[config.mk]
export PLATFORM = sky130hd
export DESIGN_NAME = program_counter
export DESIGN_NICKNAME = d
export VERILOG_FILES = /design/src/rtl/program_counter_pkg.sv /design/src/rtl/program_counter_pc_reg.sv /design/src/rtl/program_counter.sv
export SDC_FILE = /design/constraint.sdc
export NUM_CORES = 1
export LEC_CHECK = 0
export CELL_PAD_IN_SITES_DETAIL_PLACEMENT = 0
export CELL_PAD_IN_SITES_GLOBAL_PLACEMENT = 1
export CORE_UTILIZATION = 30
export CTS_CLUSTER_DIAMETER = 30
export DETAILED_ROUTE_END_ITERATION = 6
export PLACE_DENSITY = 0.9
export SLEW_MARGIN = 20
export SYNTH_ARGS = -nofsm -noshare
export SYNTH_HDL_FRONTEND = slang
export SYNTH_SLANG_ARGS = --single-unit
[constraint.sdc]
create_clock -name clk -period 4.05 [get_ports clk]
set_input_delay 0.81 -clock clk [delete_from_list [all_inputs] [get_ports clk]]
set_output_delay 0.81 -clock clk [all_outputs]
set_load 0.1 [all_outputs]
[src/rtl/program_counter_pkg.sv]
// Shared constants and next-PC source select for the instruction-fetch program counter.
package program_counter_pkg;

   localparam int unsigned      WIDTH        = 32;
   localparam logic [WIDTH-1:0] RESET_VECTOR = 32'h0000_0000;
   localparam logic [WIDTH-1:0] PC_INCR      = 32'd4;

   typedef enum logic [1:0] {
      SEL_SEQ,
      SEL_BRANCH,
      SEL_JIMM,
      SEL_JREG
   } next_sel_e;

endpackage

[src/rtl/program_counter_pc_reg.sv]
// WIDTH-bit PC holding register with synchronous active-high reset to RESET_VECTOR.
module program_counter_pc_reg #(
   parameter int unsigned      WIDTH        = 32,
   parameter logic [WIDTH-1:0] RESET_VECTOR = '0
) (
   input  logic             clk,
   input  logic             reset,
   input  logic [WIDTH-1:0] d,
   output logic [WIDTH-1:0] q
);

   always_ff @(posedge clk) begin
      if (reset) begin
         q <= RESET_VECTOR;
      end else begin
         q <= d;
      end
   end

endmodule

[src/rtl/program_counter.sv]
// Fetch program counter: sequential, branch, immediate-jump and register-jump next-PC selection.
// Register jumps (JR/JALR) are only honoured when PC_JR_EN is defined.
module program_counter #(
   parameter int unsigned      WIDTH        = program_counter_pkg::WIDTH,
   parameter logic [WIDTH-1:0] RESET_VECTOR = program_counter_pkg::RESET_VECTOR
) (
   input  logic             clk,
   input  logic             reset,
   input  logic [15:0]      branchaddress,
   input  logic [25:0]      jumpaddress,
   input  logic             jump,
   input  logic             beq,
   input  logic             bne,
   input  logic             regorimm,
   input  logic [WIDTH-1:0] reg_rs,
   output logic [WIDTH-1:0] pcaddress,
   output logic [WIDTH-1:0] reg_31
);

   import program_counter_pkg::*;

   localparam logic [WIDTH-1:0] INCR = WIDTH'(PC_INCR);

   logic [WIDTH-1:0] seq;
   logic [WIDTH-1:0] branch_off;
   logic [WIDTH-1:0] branch_tgt;
   logic [WIDTH-1:0] jimm_tgt;
   logic [WIDTH-1:0] next_pc;
   next_sel_e        sel;

   assign seq        = pcaddress + INCR;
   assign branch_off = {{(WIDTH-18){branchaddress[15]}}, branchaddress, 2'b00};
   assign branch_tgt = seq + branch_off;
   assign jimm_tgt   = {seq[WIDTH-1:28], jumpaddress, 2'b00};
   assign reg_31     = seq;

   // Jump beats any branch; beq and bne together still mean "branch taken".
   always_comb begin
      sel = SEL_SEQ;
      if (jump) begin
`ifdef PC_JR_EN
         sel = regorimm ? SEL_JREG : SEL_JIMM;
`else
         sel = SEL_JIMM;
`endif
      end else if (beq || bne) begin
         sel = SEL_BRANCH;
      end
   end

`ifndef PC_JR_EN
   logic unused_jr;
   assign unused_jr = ^{regorimm, reg_rs};
`endif

   always_comb begin
      next_pc = seq;
      unique case (sel)
         SEL_SEQ:    next_pc = seq;
         SEL_BRANCH: next_pc = branch_tgt;
         SEL_JIMM:   next_pc = jimm_tgt;
         SEL_JREG:   next_pc = reg_rs;
      endcase
   end

   program_counter_pc_reg #(
      .WIDTH        (WIDTH),
      .RESET_VECTOR (RESET_VECTOR)
   ) pc_reg (
      .clk   (clk),
      .reset (reset),
      .d     (next_pc),
      .q     (pcaddress)
   );

endmodule

# Word level (Yosys, flattened, before mapping)
# Cells that the tools add are included.
# word_totals
register_bits,32
input_bits,80
wordCells,11
# op_classes
addsub,2
n_eq_ne,3
n_mux,3
reduce_logical,2
# op_table
operator,n
$pmux 32 s4,1
$add 32x3->32 const B,1
$add 32x32->32,1
$eq 2x2->1 const B,2
$eq 2x1->1 const B,1
$logic_not 2->1,1
$mux 2,1
$logic_or 1x1->1,1
$mux 1,1

# Logic depth before layout (Yosys ltp)
# Gate-level depths: netlist (run 1).
# depth
word_depth,5
depth_mapped,16
ltp_nobuf,16

# Cells and area by module
# From an unflattened synthesis (run 1), not the netlist that was laid out.
# unflattened
hier_cells,470
hier_area_um2,3651.0
# modules_own_cells
mod,n_inst,cells_each,area_per_inst_um2,seq_area_each_um2
program_counter,1,403,2787.7,0.0
program_counter_pc_reg,1,67,863.3,640.6

# Worst setup path after synthesis (run 1)
# No wires, ideal clock.
# synth_timing
path_type,register to register
start,register pc_reg.q[2]
end,register pc_reg.q[31]
setup_ns,0.065
t_arrival_ns,5.640
required_ns,3.985
setup_slack_ns,-1.655
path_stages_with_launch,16
path_buffers,0
synth_period_minus_slack_ns,5.705
path_cell_list,dfxtp_1 ha_1 inv_1 nor2_1 nand2_1 nor3_1 nand2_1 xnor2_1 ha_1 a21oi_1 o21bai_1 a21oi_1 nand4_1 mux2_1 a211o_1 nand2_1
# synth_via
elab_chain_len,3
# synth_lines
element,line,source
from (decl),program_counter_pc_reg.sv:9,output logic [WIDTH-1:0] q
from (signal assigned),program_counter_pc_reg.sv:14,q <= RESET_VECTOR;
from (signal assigned),program_counter_pc_reg.sv:16,q <= d;
$add 32x3->32,program_counter.sv:31,assign seq = pcaddress + INCR;
via reg_31[28],program_counter.sv:17,output logic [WIDTH-1:0] reg_31
$add 32x32->32,program_counter.sv:33,assign branch_tgt = seq + branch_off;
$pmux 32 s4,program_counter.sv:58,unique case (sel)
# The timed path passes the listed nets, and every way through them passes these cells.
# A chain may end at the register's enable or synchronous reset.

# Final worst setup path (run 1)
# layout_timing
start,register pc_reg.q[9]
end,register pc_reg.q[31]
# layout_via
elab_chain_len,3
# layout_lines
element,line
$add 32x3->32 *,program_counter.sv:31
$add 32x32->32,program_counter.sv:33
$pmux 32 s4 *,program_counter.sv:58
# Mark *: on every way between the ends. The rest lies on a longest branch, timed or not.

==> results.txt, run 1 <==
Result of the run: finished with violations
Failing checks: design-rule violations
Aggregate negative setup slack: 0 ps
Number of sinks on the clock net: 32
Sequential cell area fraction in the yosys report: 17.8%
Remaining Overflow, GRT: 0
Measured slew at the worst slew-check pin: 1010 ps
Overall die area: 0.0124 mm2
Rows: 39
Internal power summed over all cells: 1.03 mW
Fin area: 0.00544 mm2
Fraction of power consumed by combinational cells: 63.4%
Root Buffer Master: sky130_fd_sc_hd__clkbuf_16
Largest registers: pc_reg.q (32)
Largest net degree at the start of global routing: 37
Cell variety after synth: 70
Net switching power figure: 1.19 mW
Cell Area, Placed: 0.00530 mm2
Critical path data arrival time: 4080 ps
FFs w/ async S/R, synth: 0%
Worst-Skew Late Latency: 280 ps
Vias in the first global route: 4,015
Sequential share of power: 19.8%
Routed wirelength normalized by instance count: 17.6 um
Number of endpoints failing setup at the final stage: 0
Final-layout worst hold slack: 485 ps
Data required, critical path: 4270 ps
Max FFs per register: 32
Number of antenna violations at the first check in global routing: 0
FF+latch count, synth: 32
Synthesized area per cell: 7.72 um2
Dominant synthesized flop cell: sky130_fd_sc_hd__dfxtp_1
Fraction of layout cells with a size suffix above 1: 22.9%
Remaining design rule violation count: 9
Total count of max-transition violations in the final report: 0
Fillcell total: 1,112
VDD IR max: 0.188 mV
Routability-driven placement congestion ratio: 0.897
Aggregate routed wire length: 12.6 mm
ANT nets after route: 0
Path category of the worst min-delay check: flop to flop
Total core area: 0.0116 mm2
Final hold violation count: 0
WS Path Type: flop to flop
Slew Limit Headroom: 32.8%
Post-synthesis to final-layout area growth: 51.5%
1st-iter DRT viols: 148
Standby leakage power: 2.20 nW
Clock Tree Buf Depth: 2
Setup repair after global routing missed its margin: false
Fmax achieved: 0.259 GHz
Top-Level Pins: 144
Clock transition at the registers of the reported paths: 60 ps
Largest fanout on the critical path: 6
First-pass iteration count of the detailed router: 7
Startpoint class of the critical path: flop
Shortest clock period the worst path allows after layout: 3860 ps
Sequential cell area: 701 um2
Placed wire-length estimate: 9.75 mm
Areal power density over the cells: 408 mW/mm2
Number of nets in the synthesized netlist: 580
Yosys warning total: 0
Worst reg2reg setup slack: 190 ps
Number of buffers inserted during clock tree synthesis: 5
Count of buffers inserted at the top-level ports: 110
Buffers inserted during post-CTS setup optimization: 0
Number of cells upsized or downsized after cts: 0
Initial core utilization: 31.1%
Most flop-heavy register: pc_reg.q
Post-Syn Instances: 465
Count of flip-flops with a built-in enable after synthesis: 0
Vertical die dimension: 111 um
Count of hold buffers inserted by post-cts repair: 0
Die boundary width: 111 um
Overall global routing resource usage: 20.4%
Final Net Count: 685
Summed instance area of the synthesized netlist: 0.00359 mm2
Antenna cell count: 0
Via density per instance: 5.47
Post-Place Setup Slack: 112 ps
Wire length of the first global-routing pass: 20.2 mm
Combined area of the multi-input logic cells: 0.00323 mm2
Clock group share of total power: 16.8%
Final critical-path setup slack: 192 ps
Core utilization of the finished layout: 47.0%
Switching part of the total power: 53.6%
Share of the clock period used by the worst path: 95.3%
H-Tree Level Count: 2
Total via count after detailed routing: 3,907
TritonCTS clock tree: built
Max Clock Skew: 3.79 ps
Type of element capturing the critical path: flop
Number of max-capacitance violations reported: 0
## synthesized netlist by cell type (all sizes together), types with 2 or more instances
cell type,n,share of area (%)
a2111oi,2,0.84
a211o,4,0.98
a211oi,7,1.8
a21o,11,2.4
a21oi,41,5.9
a221oi,8,2.3
a22oi,3,0.63
a311oi,4,1.1
a31oi,5,1.3
and2,4,0.70
and3,8,1.5
and4,3,0.80
buf,8,1.4
clkbuf,13,1.7
dfxtp,32,18
ha,34,12
inv,21,2.2
nand2,54,5.6
nand3,20,3.3
nand4,10,1.7
nor2,42,4.5
nor2b,2,0.35
nor3,12,2.1
o2111ai,4,1.1
o211ai,6,1.3
o21a,7,1.5
o21ai,21,2.9
o21bai,3,0.63
o221ai,3,0.73
o22ai,3,0.52
o31ai,3,0.63
xnor2,29,7.3
xor2,21,5.1
## worst paths after layout
check,from,to,cells past startpoint
max reg2reg,pc_reg.q[9],pc_reg.q[31],15
max,pc_reg.q[9],pc_reg.q[31],15
min,pc_reg.q[1],pc_reg.q[1],1
min reg2reg,pc_reg.q[1],pc_reg.q[1],1
## final cells by class
cell class              instances  share of cell area (%)
well taps                     143                    3.29
flip-flops and latches         32                    12.9
repair buffers                120                    20.4
clock buffers                   7                    2.44
multi-input cells             390                    59.4
clock inverters                 1                  0.0690
inverters                      21                    1.45
## worst max-delay path: stages, from the launching register on
cell                       delay (ps)
sky130_fd_sc_hd__dfxtp_4          390
sky130_fd_sc_hd__and3_1           180
sky130_fd_sc_hd__and3_1           370
sky130_fd_sc_hd__nand2_2          210
sky130_fd_sc_hd__buf_4            210
sky130_fd_sc_hd__nor3_2           230
sky130_fd_sc_hd__nand2_1          180
sky130_fd_sc_hd__xnor2_4          260
sky130_fd_sc_hd__ha_4             250
sky130_fd_sc_hd__a21oi_1          280
sky130_fd_sc_hd__o21bai_1         110
sky130_fd_sc_hd__a21oi_1          270
sky130_fd_sc_hd__nand4_1          160
sky130_fd_sc_hd__mux2_1           360
sky130_fd_sc_hd__a211o_1          290
sky130_fd_sc_hd__nand2_1           50
## power by group through the flow
| stage | Clock, mW | Combinational [mW] | Sequential [mW] |
|---|---|---|---|
| detailed placement | 0 | 1.40 | 0.445 |
| global placement | 0 | 1.39 | 0.442 |
| floorplan | 0 | 0.834 | 0.708 |
| global route | 0.398 | 1.48 | 0.446 |
| finish | 0.372 | 1.41 | 0.439 |
| CTS | 0.384 | 1.41 | 0.440 |
## cell usage in the layout (no fill, tap or decap), types with 14 or more instances in the layout
cell type,instances
sky130_fd_sc_hd__nand3_1,16
sky130_fd_sc_hd__xnor2_1,14
sky130_fd_sc_hd__clkdlybuf4s50_1,84
sky130_fd_sc_hd__nand2_1,53
sky130_fd_sc_hd__ha_1,32
sky130_fd_sc_hd__a21oi_1,39
sky130_fd_sc_hd__buf_4,36
sky130_fd_sc_hd__inv_1,21
sky130_fd_sc_hd__nor2_1,37
sky130_fd_sc_hd__o21ai_0,17
## stage by stage
stage	instances	power, mW
floorplan	465	1.54
global placement	706	1.83
detailed placement	706	1.85
CTS	714	2.23
global route	714	2.33
finish	714	2.22
## logic make-up (layout without fill, tap and decap cells)
logic type	count (synthesis)	after routing	synth area share (%)
AOI/OAI and AO/OA	143	143	28.9
xor gates and xnor gates	50	50	12.4
adders and majority gates	35	35	12.4
buffers and inverters	43	149	6.20
DFF	32	32	17.8
muxes	1	1	0.314
and+or+nand+nor	161	161	21.9
## metal layers
metal | wire length (um) | track usage (%) | share of wire [%] | vias up
met1 | 5360 | 24.9 | 43 | 1841
met5 | 0 | 0 | 0 | -
li1 | - | - | - | 1924
met4 | 178 | 6.22 | 1.4 | 0
met3 | 680 | 2.89 | 5.4 | 12
met2 | 6370 | 37.1 | 51 | 130
No activity file was read; power rests on OpenSTA's default activity.
==> run 2: changes to the inputs <==
CORE_MARGIN = 2   (was not set)
==> results.txt, run 2 (synthesized netlist as in run 1, its figures left out) <==
Result of the run: finished, final reports clean (was finished with violations)
Vias in the first global route: 4,088 (was 4,015)
Post-route non-filler standard cell count: 713 (was 714)
Commonest non-fill, non-tap cell in the layout: sky130_fd_sc_hd__clkdlybuf4s50_1 (unchanged)
Routability-driven placement congestion ratio: 0.948 (was 0.897)
Placed wire-length estimate: 9.89 mm (was 9.75 mm)
Hold EP: pc_reg.q[0] (was pc_reg.q[1])
Top-Level Pins: 144 (unchanged)
H-Tree Level Count: 2 (unchanged)
Number of endpoints failing setup at the final stage: 0 (unchanged)
Share of the clock period used by the worst path: 94.5% (was 95.3%)
1st-iter DRT viols: 111 (was 148)
TritonCTS clock tree: built (unchanged)
Clock Tree Buf Depth: 2 (unchanged)
Clock transition at the registers of the reported paths: 60 ps (about the same)
Rows: 39 (unchanged)
Data required, critical path: 4270 ps (about the same)
Largest fanout on the critical path: 6 (unchanged)
Cell depth of the worst flop-to-flop path: 14 (was 15)
Critical path cell sequence: and3_1 > and3_1 > nand2_2 > nor3_1 > nand2_1 > xnor2_4 > ha_4 > a21oi_1 > o21bai_1 > a21oi_1 > nand4_1 > mux2_1 > a211o_1 > nand2_1 (was and3_1 > and3_1 > nand2_2 > buf_4 > nor3_2 > nand2_1 > xnor2_4 > ha_4 > a21oi_1 > o21bai_1 > a21oi_1 > nand4_1 > mux2_1 > a211o_1 > nand2_1)
First-pass iteration count of the detailed router: 4 (was 7)
Number of max-capacitance violations reported: 0 (unchanged)
Areal power density over the cells: 412 mW/mm2 (was 408 mW/mm2)
Max Clock Skew: 5.16 ps (was 3.79 ps)
Most flop-heavy register: pc_reg.q (unchanged)
Number of buffers inserted during clock tree synthesis: 5 (unchanged)
Total core area: 0.0116 mm2 (unchanged)
Remaining Overflow, GRT: 0 (unchanged)
Fin area: 0.00544 mm2 (about the same)
Core utilization of the finished layout: 47.0% (about the same)
VDD IR max: 0.178 mV (was 0.188 mV)
Aggregate routed wire length: 12.6 mm (about the same)
Count of buffers inserted at the top-level ports: 110 (unchanged)
Number of sinks on the clock net: 32 (unchanged)
Fmax achieved: 0.261 GHz (was 0.259 GHz)
Cell Area, Placed: 0.00529 mm2 (was 0.00530 mm2)
Slew Limit Headroom: 32.7% (was 32.8%)
Total count of max-transition violations in the final report: 0 (unchanged)
Count of hold buffers inserted by post-cts repair: 0 (unchanged)
Remaining design rule violation count: 0 (was 9)
Path category of the worst min-delay check: flop to flop (unchanged)
Startpoint of the most critical hold path: pc_reg.q[0] (was pc_reg.q[1])
Wire length of the first global-routing pass: 20.3 mm (was 20.2 mm)
Antenna cell count: 0 (unchanged)
Via density per instance: 5.55 (was 5.47)
Measured slew at the worst slew-check pin: 1010 ps (about the same)
WS Path Type: flop to flop (unchanged)
Max FFs per register: 32 (unchanged)
Max stage delay cell, worst path: sky130_fd_sc_hd__dfxtp_4 (unchanged)
Critical path data arrival time: 4050 ps (was 4080 ps)
Overall die area: 0.0129 mm2 (was 0.0124 mm2)
Routed wirelength normalized by instance count: 17.7 um (was 17.6 um)
Vertical die dimension: 113 um (was 111 um)
Number of cells after detailed placement: 705 (was 706)
Number of cells upsized or downsized after cts: 0 (unchanged)
Capture point of the worst reg-to-reg path: pc_reg.q[31] (unchanged)
Leading cell types in the layout, fill and taps excluded: sky130_fd_sc_hd__clkdlybuf4s50_1 (84), sky130_fd_sc_hd__nand2_1 (53), sky130_fd_sc_hd__a21oi_1 (39) (unchanged)
Number of antenna violations at the first check in global routing: 0 (unchanged)
Standby leakage power: 2.20 nW (about the same)
Largest net degree at the start of global routing: 31 (was 37)
Startpoint of the worst register-to-register path: pc_reg.q[8] (was pc_reg.q[9])
Total via count after detailed routing: 3,955 (was 3,907)
Root Buffer Master: sky130_fd_sc_hd__clkbuf_16 (unchanged)
Setup repair after global routing missed its margin: false (unchanged)
Worst-Skew Late Latency: 280 ps (about the same)
Final hold violation count: 0 (unchanged)
Shortest clock period the worst path allows after layout: 3830 ps (was 3860 ps)
Post-synthesis to final-layout area growth: 51.4% (was 51.5%)
ANT nets after route: 0 (unchanged)
Delay of the slowest cell on the worst path: 390 ps (about the same)
Die boundary width: 113 um (was 111 um)
Depth of the worst hold-timing path: 1 (unchanged)
Type of element capturing the critical path: flop (unchanged)
Startpoint class of the critical path: flop (unchanged)
Fraction of layout cells with a size suffix above 1: 22.8% (was 22.9%)
Overall global routing resource usage: 19.6% (was 20.4%)
Overall power of the completed layout: 2.24 mW (was 2.22 mW)
Buffers inserted during post-CTS setup optimization: 0 (unchanged)
Worst reg2reg setup slack: 220 ps (was 190 ps)
Largest registers: pc_reg.q (32) (unchanged)
Final Net Count: 684 (was 685)
Initial core utilization: 31.1% (unchanged)
-- run 2: worst max path at each step --
stage,startpoint,to
finish,pc_reg.q[8],pc_reg.q[31]
global route,pc_reg.q[9],pc_reg.q[31]
CTS,pc_reg.q[8],pc_reg.q[31]
detailed placement,pc_reg.q[8],pc_reg.q[31]
global placement,pc_reg.q[9],pc_reg.q[31]
floorplan,pc_reg.q[20],pc_reg.q[31]
-- run 2: critical path: cells and delay by family, from the launching register on --
family / cells / cell delay, ps
AOI/OAI and AO/OA: 4 / 990
xor gates and xnor gates: 1 / 270
adders and majority gates: 1 / 260
DFF: 1 / 390
muxes: 1 / 360
and+or+nand+nor: 7 / 1500
-- run 2: metal layers --
| metal | track usage (%) | vias up | part of all wire [%] |
|---|---|---|---|
| met5 | 0 | - | 0 |
| met4 | 6.18 | 0 | 2.1 |
| met3 | 3.08 | 18 | 5.4 |
| met2 | 34.7 | 129 | 49 |
| met1 | 24.4 | 1895 | 44 |
| li1 | - | 1913 | - |
-- run 2: area by class of cell --
type / instances / area (um2)
fill: 1111 / 6130
sequential: 32 / 701
tap: 143 / 179
multi-input combinational: 390 / 3230
inverter: 21 / 78.8
clock buffer: 8 / 146
timing repair buffer: 119 / 1100
-- run 2: power by group --
part	switching, mW	internal [mW]	leakage [nW]
clock network	0.151	0.246	0.0712
registers	0.0771	0.359	0.276
logic	0.966	0.442	1.86
-- run 2: metrics by stage --
step           setup TNS [ps]  setup slack (ps)  hold WS, ps
6_report                    0               225          486
2_1_floorplan           -96.0             -96.0          819
3_3_place_gp                0               328          468
3_5_place_dp                0               280          474
5_1_grt                     0              57.7          502
4_1_cts                     0               231          488
==> run 3: changes to the inputs <==
CORE_MARGIN = not set   (was 2)
==> results of run 3 <==
The final DEF is identical to that of run 1; final timing and power are the same.
